--- config.mk ---
export PLATFORM = sky130hd
export DESIGN_NAME = mem_requester_flat
export DESIGN_NICKNAME = d
export VERILOG_FILES = /design/src/rtl/mem_requester_pkg.sv /design/src/rtl/mem_requester_if.sv /design/src/rtl/mem_mmio_decode.sv /design/src/rtl/mem_requester.sv /design/src/flat_wrapper.sv
export SDC_FILE = /design/constraint.sdc
export NUM_CORES = 1
export LEC_CHECK = 0
export BUFFER_PORTS_ARGS = -buffer_cell sky130_fd_sc_hd__buf_4
export CAP_MARGIN = 5
export CORE_ASPECT_RATIO = 1.4
export CORE_MARGIN = 8
export CORE_UTILIZATION = 44
export CTS_CLUSTER_SIZE = 10
export DETAILED_ROUTE_END_ITERATION = 10
export GPL_TIMING_DRIVEN = 0
export HOLD_SLACK_MARGIN = 0.05
export PLACE_DENSITY = 0.75
export SYNTH_ARGS = -nofsm -noshare
export SYNTH_HDL_FRONTEND = slang
export SYNTH_HIERARCHICAL = 1
export SYNTH_SLANG_ARGS = --single-unit
--- constraint.sdc ---
create_clock -name clk -period 1.6 [get_ports clk]
set_clock_uncertainty 0.2 [all_clocks]
set_input_delay 0.32 -clock clk [delete_from_list [all_inputs] [get_ports clk]]
set_output_delay 0.32 -clock clk [all_outputs]
set_load 0.005 [all_outputs]
--- src/rtl/mem_requester_pkg.sv ---
// ---------------------------------------------------------------------------
// mem_req_pkg
//   Shared definitions for the RAM requester slice.
//   - state_e      : requester FSM encoding (IDLE/WRITE/READ/RESP)
//   - LED_ADDR_DEF : default I/O-space offset of the LED register
//   - SW_ADDR_DEF  : default I/O-space offset of the switch input
// ---------------------------------------------------------------------------
package mem_req_pkg;

   typedef enum logic [1:0] {
      ST_IDLE  = 2'd0,
      ST_WRITE = 2'd1,
      ST_READ  = 2'd2,
      ST_RESP  = 2'd3
   } state_e;

   localparam int unsigned LED_ADDR_DEF = 32'h00;
   localparam int unsigned SW_ADDR_DEF  = 32'h40;

endpackage

--- src/rtl/mem_requester_if.sv ---
// ---------------------------------------------------------------------------
// mem_requester_if
//   CPU-side load/store request and response bundle.
//   master : request source (drives req_*, receives req_ready and rsp_*)
//   slave  : mem_requester (receives req_*, drives req_ready and rsp_*)
//   req_addr is ADDR_WIDTH+1 bits; the MSB selects I/O space.
// ---------------------------------------------------------------------------
interface mem_requester_if #(
   parameter int DATA_WIDTH = 16,
   parameter int ADDR_WIDTH = 8
);
   logic                  req_valid;
   logic                  req_ready;
   logic                  req_write;
   logic [ADDR_WIDTH:0]   req_addr;
   logic [DATA_WIDTH-1:0] req_wdata;
   logic                  rsp_valid;
   logic [DATA_WIDTH-1:0] rsp_rdata;

   modport master (
      output req_valid, req_write, req_addr, req_wdata,
      input  req_ready, rsp_valid, rsp_rdata
   );

   modport slave (
      input  req_valid, req_write, req_addr, req_wdata,
      output req_ready, rsp_valid, rsp_rdata
   );
endinterface

--- src/rtl/mem_mmio_decode.sv ---
// ---------------------------------------------------------------------------
// mem_mmio_decode
//   I/O-space offset decode for the requester: LED register and read mux.
//   clk, reset : clock, synchronous active-high reset
//   io_wr      : an I/O-space store is in its WRITE cycle
//   wr_off     : I/O offset of that store
//   wr_byte    : low byte of the store data
//   rd_off     : I/O offset of the current load
//   sw_in      : board switches
//   led_out    : LED register
//   io_rdata   : I/O load data ({0,sw_in} at SW_ADDR, 0 elsewhere)
//   Only instantiated when MEM_MMIO_EN is defined.
// ---------------------------------------------------------------------------
module mem_mmio_decode
   import mem_req_pkg::*;
#(
   parameter int          DATA_WIDTH = 16,
   parameter int          ADDR_WIDTH = 8,
   parameter int unsigned LED_ADDR   = LED_ADDR_DEF,
   parameter int unsigned SW_ADDR    = SW_ADDR_DEF
) (
   input  logic                  clk,
   input  logic                  reset,
   input  logic                  io_wr,
   input  logic [ADDR_WIDTH-1:0] wr_off,
   input  logic [7:0]            wr_byte,
   input  logic [ADDR_WIDTH-1:0] rd_off,
   input  logic [7:0]            sw_in,
   output logic [7:0]            led_out,
   output logic [DATA_WIDTH-1:0] io_rdata
);

   always_ff @(posedge clk) begin
      if (reset)
         led_out <= '0;
      else if (io_wr && wr_off == ADDR_WIDTH'(LED_ADDR))
         led_out <= wr_byte;
   end

   // Switches are read combinationally; the top registers the result at the
   // edge ending RESP, so sw_in is effectively sampled in RESP.
   always_comb begin
      io_rdata = '0;
      if (rd_off == ADDR_WIDTH'(SW_ADDR))
         io_rdata[7:0] = sw_in;
   end

endmodule

--- src/rtl/mem_requester.sv ---
// ---------------------------------------------------------------------------
// mem_requester
//   Initiator for a sync-write / 1-cycle-registered-read RAM. Takes one
//   load/store at a time, drives the RAM, absorbs read latency and returns
//   load data with a one-cycle rsp_valid pulse.
//   clk, reset        : clock, synchronous active-high reset
//   bus (slave)       : req_valid/req_ready/req_write/req_addr/req_wdata,
//                       rsp_valid/rsp_rdata
//   ram_read_address  : RAM read address (held outside READ)
//   ram_write_address : RAM write address
//   ram_write         : RAM write enable, high only in WRITE for RAM space
//   ram_din           : RAM write data
//   ram_dout          : RAM registered read data
//   sw_in             : board switches (MEM_MMIO_EN only)
//   led_out           : LED register (0 unless MEM_MMIO_EN)
//   Build option MEM_MMIO_EN: enables the LED/switch I/O space. Without it,
//   I/O stores are dropped and I/O loads return 0, with identical timing.
// ---------------------------------------------------------------------------
module mem_requester
   import mem_req_pkg::*;
#(
   parameter int          DATA_WIDTH = 16,
   parameter int          ADDR_WIDTH = 8,
   parameter int unsigned LED_ADDR   = LED_ADDR_DEF,
   parameter int unsigned SW_ADDR    = SW_ADDR_DEF
) (
   input  logic                  clk,
   input  logic                  reset,
   mem_requester_if.slave        bus,
   output logic [ADDR_WIDTH-1:0] ram_read_address,
   output logic [ADDR_WIDTH-1:0] ram_write_address,
   output logic                  ram_write,
   output logic [DATA_WIDTH-1:0] ram_din,
   input  logic [DATA_WIDTH-1:0] ram_dout,
   input  logic [7:0]            sw_in,
   output logic [7:0]            led_out
);

   state_e                state, state_nxt;
   logic                  accept;
   logic                  io_q;        // latched request targets I/O space
   logic [ADDR_WIDTH-1:0] wr_addr_q;
   logic [ADDR_WIDTH-1:0] rd_addr_q;
   logic [DATA_WIDTH-1:0] din_q;
   logic                  rsp_valid_q;
   logic [DATA_WIDTH-1:0] rsp_rdata_q;
   logic [DATA_WIDTH-1:0] io_rdata;
   logic [DATA_WIDTH-1:0] rdata_sel;

   assign accept = bus.req_valid & bus.req_ready;

   always_ff @(posedge clk) begin
      if (reset) state <= ST_IDLE;
      else       state <= state_nxt;
   end

   // ram_write comes straight from registered state, so req_* can never
   // glitch the RAM enable.
   always_comb begin
      state_nxt     = state;
      bus.req_ready = 1'b0;
      ram_write     = 1'b0;
      case (state)
         ST_IDLE: begin
            bus.req_ready = 1'b1;
            if (bus.req_valid)
               state_nxt = bus.req_write ? ST_WRITE : ST_READ;
         end
         ST_WRITE: begin
            ram_write = ~io_q;
            state_nxt = ST_IDLE;
         end
         ST_READ:  state_nxt = ST_RESP;
         ST_RESP:  state_nxt = ST_IDLE;
         default:  state_nxt = ST_IDLE;
      endcase
   end

   // A reset during READ/RESP clears rsp_rdata and suppresses the pulse;
   // a reset during WRITE still lets the RAM sample ram_write at that edge.
   always_ff @(posedge clk) begin
      if (reset) begin
         io_q        <= 1'b0;
         wr_addr_q   <= '0;
         rd_addr_q   <= '0;
         din_q       <= '0;
         rsp_valid_q <= 1'b0;
         rsp_rdata_q <= '0;
      end else begin
         rsp_valid_q <= (state == ST_RESP);
         if (state == ST_RESP)
            rsp_rdata_q <= rdata_sel;
         if (accept) begin
            io_q <= bus.req_addr[ADDR_WIDTH];
            if (bus.req_write) begin
               wr_addr_q <= bus.req_addr[ADDR_WIDTH-1:0];
               din_q     <= bus.req_wdata;
            end else begin
               rd_addr_q <= bus.req_addr[ADDR_WIDTH-1:0];
            end
         end
      end
   end

   assign ram_read_address  = rd_addr_q;
   assign ram_write_address = wr_addr_q;
   assign ram_din           = din_q;
   assign bus.rsp_valid     = rsp_valid_q;
   assign bus.rsp_rdata     = rsp_rdata_q;
   assign rdata_sel         = io_q ? io_rdata : ram_dout;

`ifdef MEM_MMIO_EN
   logic io_wr;
   assign io_wr = (state == ST_WRITE) && io_q;

   mem_mmio_decode #(
      .DATA_WIDTH (DATA_WIDTH),
      .ADDR_WIDTH (ADDR_WIDTH),
      .LED_ADDR   (LED_ADDR),
      .SW_ADDR    (SW_ADDR)
   ) u_mmio (
      .clk      (clk),
      .reset    (reset),
      .io_wr    (io_wr),
      .wr_off   (wr_addr_q),
      .wr_byte  (din_q[7:0]),
      .rd_off   (rd_addr_q),
      .sw_in    (sw_in),
      .led_out  (led_out),
      .io_rdata (io_rdata)
   );
`else
   // I/O space is dead: stores dropped, loads read 0, switches ignored.
   logic unused_sw;
   assign unused_sw = ^sw_in;
   assign led_out   = '0;
   assign io_rdata  = '0;
`endif

endmodule

--- src/flat_wrapper.sv ---
// flat-port wrapper written by rule: the top's interface ports become plain ports
module mem_requester_flat import mem_req_pkg::*;
#(
   parameter int          DATA_WIDTH = 16,
   parameter int          ADDR_WIDTH = 8,
   parameter int unsigned LED_ADDR   = LED_ADDR_DEF,
   parameter int unsigned SW_ADDR    = SW_ADDR_DEF
)
  (clk, reset, ram_read_address, ram_write_address, ram_write, ram_din, ram_dout, sw_in, led_out, bus_req_valid, bus_req_write, bus_req_addr, bus_req_wdata, bus_req_ready, bus_rsp_valid, bus_rsp_rdata);
  mem_requester_if #(.DATA_WIDTH(DATA_WIDTH), .ADDR_WIDTH(ADDR_WIDTH)) bus_i ();
  input  logic clk;
  input  logic reset;
  output logic [ADDR_WIDTH-1:0] ram_read_address;
  output logic [ADDR_WIDTH-1:0] ram_write_address;
  output logic ram_write;
  output logic [DATA_WIDTH-1:0] ram_din;
  input  logic [DATA_WIDTH-1:0] ram_dout;
  input  logic [7:0] sw_in;
  output logic [7:0] led_out;
  input wire logic [$bits(bus_i.req_valid)-1:0] bus_req_valid;
  input wire logic [$bits(bus_i.req_write)-1:0] bus_req_write;
  input wire logic [$bits(bus_i.req_addr)-1:0] bus_req_addr;
  input wire logic [$bits(bus_i.req_wdata)-1:0] bus_req_wdata;
  output wire logic [$bits(bus_i.req_ready)-1:0] bus_req_ready;
  output wire logic [$bits(bus_i.rsp_valid)-1:0] bus_rsp_valid;
  output wire logic [$bits(bus_i.rsp_rdata)-1:0] bus_rsp_rdata;
  assign bus_i.req_valid = bus_req_valid;
  assign bus_i.req_write = bus_req_write;
  assign bus_i.req_addr = bus_req_addr;
  assign bus_i.req_wdata = bus_req_wdata;
  assign bus_req_ready = bus_i.req_ready;
  assign bus_rsp_valid = bus_i.rsp_valid;
  assign bus_rsp_rdata = bus_i.rsp_rdata;
  mem_requester #(.DATA_WIDTH(DATA_WIDTH), .ADDR_WIDTH(ADDR_WIDTH), .LED_ADDR(LED_ADDR), .SW_ADDR(SW_ADDR)) u_core (.clk(clk), .reset(reset), .bus(bus_i), .ram_read_address(ram_read_address), .ram_write_address(ram_write_address), .ram_write(ram_write), .ram_din(ram_din), .ram_dout(ram_dout), .sw_in(sw_in), .led_out(led_out));
endmodule
After elaboration in Yosys (flattened, before gate mapping)
Index checks and enable logic that the tools add are counted.
Widths: inputs -> output; s select.
{ "totals": {"ff_bits": 52, "input_bits": 53} }
{ "classes": {"n_eq_ne": 4, "n_mux": 6, "bitwise": 3, "reduce_logical": 4} }
{ "ops": {"columns": ["cell", "n"], "rows": [
  ["$mux 16", 1],
  ["$pmux 2 s3", 1],
  ["$eq 2x2->1 const B", 2],
  ["$mux 2", 2],
  ["$reduce_and 2->1", 2],
  ["$eq 2x1->1 const B", 1],
  ["$logic_not 2->1", 1],
  ["$mux 1", 2],
  ["$ne 2x2->1 const B", 1],
  ["$not 1->1", 2],
  ["$reduce_or 2->1", 1],
  ["$and 1x1->1", 1]
]} }

Depth between registers and ports, before layout
Gate-level depths: netlist of run 1.
{ "depth": {"word_depth": 4, "ltp_mapped": 5, "depth_no_buf": 2} }

Worst setup path before layout of run 1
No wires, ideal clock.
{ "synth_timing": {"path_type": "flip-flop to flip-flop", "start": "register u_core.state[0]", "end": "register u_core.din_q[0] (netlist: u_core/ram_din[0])", "setup_time_ps": 72, "arrival_time_ps": 1243, "setup_slack_ps": 85, "path_stages_with_launch": 6, "n_path_buf": 3, "synth_period_minus_slack_ps": 1515, "path_cell_list": "dfxtp_1 > buf_2 > and4bb_2 > buf_2 > buf_4 > mux2i_1"} }
{ "synth_via": {"elab_chain_len": 4} }
{ "synth_rtl": {"columns": ["element", "line_no", "text"], "rows": [
  ["start, declared", "mem_requester.sv:39", "state_e state, state_nxt;"],
  ["start signal, assigned", "mem_requester.sv:54", "else state <= state_nxt;"],
  ["$logic_not 2->1", "mem_requester.sv:63", "case (state)"],
  ["$mux 1", "mem_requester.sv:63", null],
  ["$and 1x1->1", "mem_requester.sv:50", "assign accept = bus.req_valid & bus.req_ready;"],
  ["$reduce_and 2->1 (no line)", null, null],
  ["end signal, assigned", "mem_requester.sv:97", "din_q <= bus.req_wdata;"],
  ["end, declared", "mem_requester.sv:44", "logic [DATA_WIDTH-1:0] din_q;"]
]} }
Every way passes these cells.
A chain may end at the register's enable or synchronous reset.

Worst setup path after layout of run 1
{ "layout_timing": {"start": "register u_core.state[0]", "end": "register u_core.rd_addr_q[2] (netlist: u_core/ram_read_address[2])"} }
{ "layout_via": {"elab_chain_len": 4} }
{ "layout_rtl": {"columns": ["element", "line_no", "text"], "rows": [
  ["$logic_not 2->1", "mem_requester.sv:63", null],
  ["$mux 1", "mem_requester.sv:63", null],
  ["$and 1x1->1", "mem_requester.sv:50", null],
  ["$reduce_and 2->1 (no line)", null, null],
  ["end signal, assigned", "mem_requester.sv:99", "rd_addr_q <= bus.req_addr[ADDR_WIDTH-1:0];"],
  ["end, declared", "mem_requester.sv:43", "logic [ADDR_WIDTH-1:0] rd_addr_q;"]
]} }
Every way passes these cells.

==> flow_summary.json, run 1 <==
{
  "maxCapViolations": 0,
  "finalSetupViolations": 0,
  "crit_family": "simple AND/OR/NAND/NOR gates",
  "num_vias": 1768,
  "area_growth_pct": 54.0,
  "hp-class": "in2reg",
  "status": "finished, final reports clean",
  "synth.distinct_cells": 20,
  "wl_per_cell_um": 14.5,
  "max_freq_mhz": 634,
  "clock_path_buffers": 2,
  "hold_violations": 0,
  "clk_latency_ns": 0.30,
  "rsz0062_at_grt": "true",
  "io_pins": 112,
  "p_leak_nw": 1.51,
  "cp_slowest_stage_delay_ns": 0.51,
  "drive_above_1_share_pct": 38.4,
  "global_route.usage.met3_pct": 6.46,
  "gp_congestion": 0.736,
  "dr.pass1.iters": 4,
  "grt_use_met2_pct": 26.1,
  "critPathRequiredTime_ns": 1.59,
  "root_buffer": "clkbuf_8",
  "die_h_um": 98.2,
  "track_usage_pct": 15.1,
  "ys_warn_count": 6,
  "dr.first_iter.drc_count": 37,
  "cts_num_sinks": 52,
  "synth.avg_cell_area_um2": 10.7,
  "ys_seq_area_share_pct": 49.1,
  "post_cts_buffers": 0,
  "cts_buffers": 5,
  "hpwl_mm": 4.17,
  "cts_max_level": 2,
  "use_met1_pct": 15.8,
  "core_mm2": 0.00473,
  "io_buffers": 94,
  "power_density_mw_per_mm2": 849,
  "end_kind": "flip-flop",
  "grt_overflow": 0,
  "fin_ws_ns": 0.0226,
  "place_inst": 363,
  "vdd_ir_drop_max_v": 0.000627,
  "start_util_pct": 44.9,
  "dpl-instance-area_mm2": 0.00293,
  "setup-tns-final_ns": 0,
  "crit_buf_inv": 2,
  "startpoint_type": "flip-flop",
  "fin_crit_ns": 1.58,
  "top_usage_layer": "met2",
  "grt_pass1_wl_mm": 8.81,
  "ant_nets": 0,
  "fin_cells": 387,
  "worstSetupPathType": "reg2reg",
  "crit_chain": "buf_2 -> or4b_4 -> buf_6 -> mux2i_1",
  "multiInputGateArea_um2": 967,
  "rows": 30,
  "grt_pass1_vias": 1866,
  "synthCells": 198,
  "cts_tree": "yes",
  "stdcell_area_mm2": 0.00327,
  "grt_max_degree": 17,
  "nNetsFinal": 375,
  "path_max_fanout": 8,
  "wl_mm": 5.62,
  "finalPower_mw": 2.77,
  "seq_area_mm2": 0.00104,
  "drc": 0,
  "worst_path_max_delay_cell": "or4b_4",
  "dp_slack_ns": -0.164,
  "final.fill_count": 394,
  "antenna_found_initial": 0,
  "critical_path_arrival_ns": 1.57,
  "viasPerCell": 4.57,
  "netlist_area_mm2": 0.00212,
  "ys_seq_elements": 52,
  "cts.clk_slew.worst_paths_ns": 0.09,
  "antenna_cells": 0,
  "die_x_um": 74.7,
  "period_share_pct": 98.6,
  "slew_viol_final": 0,
  "dieArea_mm2": 0.00733
}
## cell type report
class,count,area share [%]
well taps,64,2.45
multi-input cells,129,29.6
repair buffers,111,26.6
flip-flops and latches,52,31.9
clock buffers,7,2.95
clock inverters,1,0.919
plain buffers,23,5.55
## registers in the layout, indices dropped and copies added, names as in the netlist
signal	flops
u_core/ram_din	16
u_core/state	2
u_core/ram_read_address	8
u_core/ram_write_address	8
u_core/io_q	1
u_core/bus.rsp_valid	1
u_core/bus.rsp_rdata	16
## tightest hold or removal path, cell delays in order
cell	delay, ns
buf_4	0.11
nand2b_1	0.05
mux2i_1	0.06
## cell usage after synthesis, drive strengths merged
cell type | instances | area (µm²)
nor3b | 2 | 15.0
and4bb | 1 | 12.5
nor4bb | 1 | 10.0
mux2i | 33 | 330
nor2b | 1 | 6.26
nor3 | 1 | 5.00
nor2 | 3 | 11.3
nand2b | 58 | 363
a22o | 16 | 140
clkbuf | 8 | 31.3
buf | 16 | 118
o21a | 1 | 7.51
nand2 | 1 | 3.75
conb | 1 | 3.75
or4b | 1 | 13.8
a21oi | 2 | 10.0
dfxtp | 52 | 1040
## per-stage QoR
step           utilization (%)  hold slack (ns)
3_5_place_dp              62.0            0.266
3_3_place_gp              62.0            0.259
4_1_cts                   68.5           0.0778
6_report                  69.1           0.0816
5_1_grt                   69.1           0.0789
2_1_floorplan                -            0.246
## power by group
| group | switching, mW | total (mW) | internal (mW) |
|---|---|---|---|
| registers | 0.0288 | 1.38 | 1.35 |
| logic | 0.163 | 0.438 | 0.276 |
| clock network | 0.407 | 0.959 | 0.552 |
## metal layers
metal / part of all wire [%] / wire [µm]
met5: 0 / 0
met3: 8.8 / 497
met4: 0.77 / 43
met1: 39 / 2190
met2: 51 / 2880
## cells in the final DEF, fill, tap and decap left out, drive strengths merged
cell / synthesis / routed
nor4bb: 1 / 1
nor2b: 1 / 1
a22o: 16 / 16
o21a: 1 / 1
dlygate4sd3: 0 / 16
bufinv: 0 / 1
mux2i: 33 / 33
nand2b: 58 / 58
conb: 1 / 8
or4b: 1 / 1
dfxtp: 52 / 52
clkbuf: 8 / 15
nand2: 1 / 1
a21oi: 2 / 2
and4bb: 1 / 1
buf: 16 / 110
nor3: 1 / 1
nor2: 3 / 3
nor3b: 2 / 2
## cells by family (layout without fill, tap and decap cells)
logic type / Yosys count / count (layout) / synth area share, %
AOI/OAI and AO/OA: 19 / 19 / 7.43
DFF: 52 / 52 / 49.1
muxes: 33 / 33 / 15.6
and+or+nand+nor: 69 / 69 / 20.8
buffers and inverters: 24 / 142 / 7.02
other: 1 / 8 / 0.177
## timing repair
action                                  4_1_cts  5_1_grt
endpoints found under the hold margin        16        0
endpoints found under the setup margin       31       34
hold buffers                                 16        0
cloned                                        0        1
resized for setup                             7        6
pin swaps                                     0        0
## final timing paths
| kind | startpoint | end | slack, ns | cells past startpoint |
|---|---|---|---|---|
| max | u_core/state[0] | u_core/ram_read_address[2] | 0.02 | 4 |
| min | bus_req_wdata[14] | u_core/ram_din[14] | 0.08 | 3 |
| max reg2reg | u_core/state[0] | u_core/ram_read_address[2] | 0.02 | 4 |
| min reg2reg | u_core/ram_din[7] | u_core/ram_din[7] | 0.28 | 2 |
(Power assumes the default switching activity.)
==> run 2: changes to the inputs <==
- RECOVER_POWER: unset -> 50
==> flow_summary.json, run 2 (synthesized netlist as in run 1, its figures left out) <==
{
  "max_freq_mhz": 635,
  "cp_slowest_stage_delay_ns": 0.51,
  "cts_num_sinks": 52,
  "drc": 0,
  "nNetsFinal": 375,
  "clk_latency_ns": 0.30,
  "crit_chain": "buf_2 -> or4b_4 -> buf_6 -> mux2i_1",
  "layout_common_cells": "buf_4 (60), nand2b_1 (58), dfxtp_1 (51), mux2i_1 (33), clkbuf_4 (32)",
  "grt_max_degree": 17,
  "viasPerCell": 4.59,
  "clock_path_buffers": 2,
  "fin_crit_ns": 1.58,
  "layout_commonest_cell": "buf_4",
  "dr.pass1.iters": 4,
  "timing.rr.start": "u_core/state[0]",
  "cp.depth": 4,
  "dp_slack_ns": -0.164,
  "final.fill_count": 409,
  "root_buffer": "clkbuf_8",
  "die_x_um": 74.7,
  "power_frac_comb_pct": 15.5,
  "grt_pass1_vias": 1866,
  "antenna_cells": 0,
  "end_kind": "flip-flop",
  "r2r_end": "u_core/ram_read_address[2]",
  "finalPower_mw": 2.76,
  "cts_buffers": 5,
  "stdcell_area_mm2": 0.00323,
  "rows": 30,
  "internal_power_mw": 2.16,
  "wl_mm": 5.58,
  "dieArea_mm2": 0.00733,
  "setup-tns-final_ns": 0,
  "hpwl_mm": 4.17,
  "period_share_pct": 98.5,
  "p_leak_nw": 1.45,
  "slew_viol_final": 0,
  "reg2reg_slack_ns": 0.02,
  "worst_path_max_delay_cell": "or4b_4",
  "finalSetupViolations": 0,
  "track_usage_pct": 15.1,
  "multiInputGateArea_um2": 967,
  "critical_path_arrival_ns": 1.57,
  "drive_above_1_share_pct": 35.3,
  "dr.first_iter.drc_count": 31,
  "cts_max_level": 2,
  "start_util_pct": 44.9,
  "seq_area_mm2": 0.00104,
  "vdd_ir_drop_max_v": 0.000621,
  "antenna_found_initial": 0,
  "num_vias": 1778,
  "hp-class": "in2reg",
  "power_switching_uw": 596,
  "p_seq_share_pct": 49.8,
  "power_density_mw_per_mm2": 854,
  "critPathRequiredTime_ns": 1.60,
  "ff2ff_path_depth": 4,
  "dpl-instance-area_mm2": 0.00293,
  "crit_family": "simple AND/OR/NAND/NOR gates",
  "grt_pass1_wl_mm": 8.81,
  "worstSetupPathType": "reg2reg",
  "crit_end": "u_core/ram_read_address[2]",
  "crit_buf_inv": 2,
  "cts.clk_slew.worst_paths_ns": 0.09,
  "p_clk_share_pct": 34.7,
  "area_growth_pct": 52.2,
  "startpoint_type": "flip-flop",
  "core_mm2": 0.00473,
  "io_buffers": 94,
  "cts_tree": "yes",
  "hold_violations": 0,
  "maxCapViolations": 0,
  "gp_congestion": 0.736,
  "ant_nets": 0,
  "grt_overflow": 0,
  "wl_per_cell_um": 14.4,
  "rsz0062_at_grt": "true",
  "post_cts_buffers": 0,
  "io_pins": 112,
  "path_max_fanout": 8,
  "fin_ws_ns": 0.0243,
  "die_h_um": 98.2,
  "startpoint": "u_core/state[0]",
  "sw_frac_of_total_pct": 21.6,
  "status": "finished, final reports clean"
}
[run 2: changes by cell type in the layout (fill, tap and decap cells not counted)]
cell	delta
buf_4	-42
clkbuf_4	+32
clkbuf_1	+10
[run 2: power groups by stage]
| stage | clock [mW] | sequential (mW) | combinational (mW) |
|---|---|---|---|
| after floorplan | 0 | 1.41 | 0.186 |
| after global placement | 0 | 1.40 | 0.386 |
| after detailed placement | 0 | 1.40 | 0.391 |
| after CTS | 0.986 | 1.38 | 0.431 |
| after global routing | 1.04 | 1.38 | 0.465 |
| final | 0.957 | 1.37 | 0.428 |
[run 2: through the flow]
step	instances	util [%]	hold WS, ns
2_1_floorplan	205	-	0.246
3_3_place_gp	363	62.0	0.259
3_5_place_dp	363	62.0	0.266
4_1_cts	386	68.5	0.0778
5_1_grt	387	68.3	0.0789
6_report	387	68.3	0.0818
[run 2: worst register-to-register path: cells and delay by family (launching register included)]
| kind | cells | cell delay (ns) |
|---|---|---|
| AND/OR/NAND/NOR | 1 | 0.51 |
| multiplexers | 1 | 0.12 |
| buffers and inverters | 2 | 0.30 |
| flip-flops | 1 | 0.33 |
[run 2: area by class of cell]
class,count,share of cell area [%]
plain buffers,23,5.62
clock buffers,7,2.98
clock inverters,1,0.930
multi-input cells,129,29.9
flip-flops and latches,52,32.3
well taps,64,2.48
repair buffers,111,25.8
[run 2: worst min-delay path by stage]
stage                     slack [ns]  cells after the start               startpoint                       end
final                           0.08                      3        bus_req_wdata[14]        u_core/ram_din[14]
after global routing            0.08                      3          bus_req_addr[8]               u_core/io_q
after CTS                       0.08                      3        bus_req_wdata[14]        u_core/ram_din[14]
after detailed placement        0.27                      1  u_core/bus.rsp_rdata[8]   u_core/bus.rsp_rdata[8]
after global placement          0.26                      2       u_core/ram_din[11]        u_core/ram_din[11]
after floorplan                 0.25                      1             ram_dout[10]  u_core/bus.rsp_rdata[10]
[run 2: metal layers]
| layer | global-route usage [%] | part of all wire, % | vias up |
|---|---|---|---|
| li1 | - | - | 896 |
| met1 | 15.8 | 39 | 811 |
| met2 | 26.1 | 51 | 66 |
| met3 | 6.46 | 9.0 | 5 |
| met4 | 4.09 | 0.77 | 0 |
| met5 | 0 | 0 | - |
[run 2: repair_timing]
action	4_1_cts	5_1_grt
cloned	0	1
gates resized for setup	7	6
setup endpoints to repair	31	34
hold buffers	16	0
hold endpoints to repair	16	0
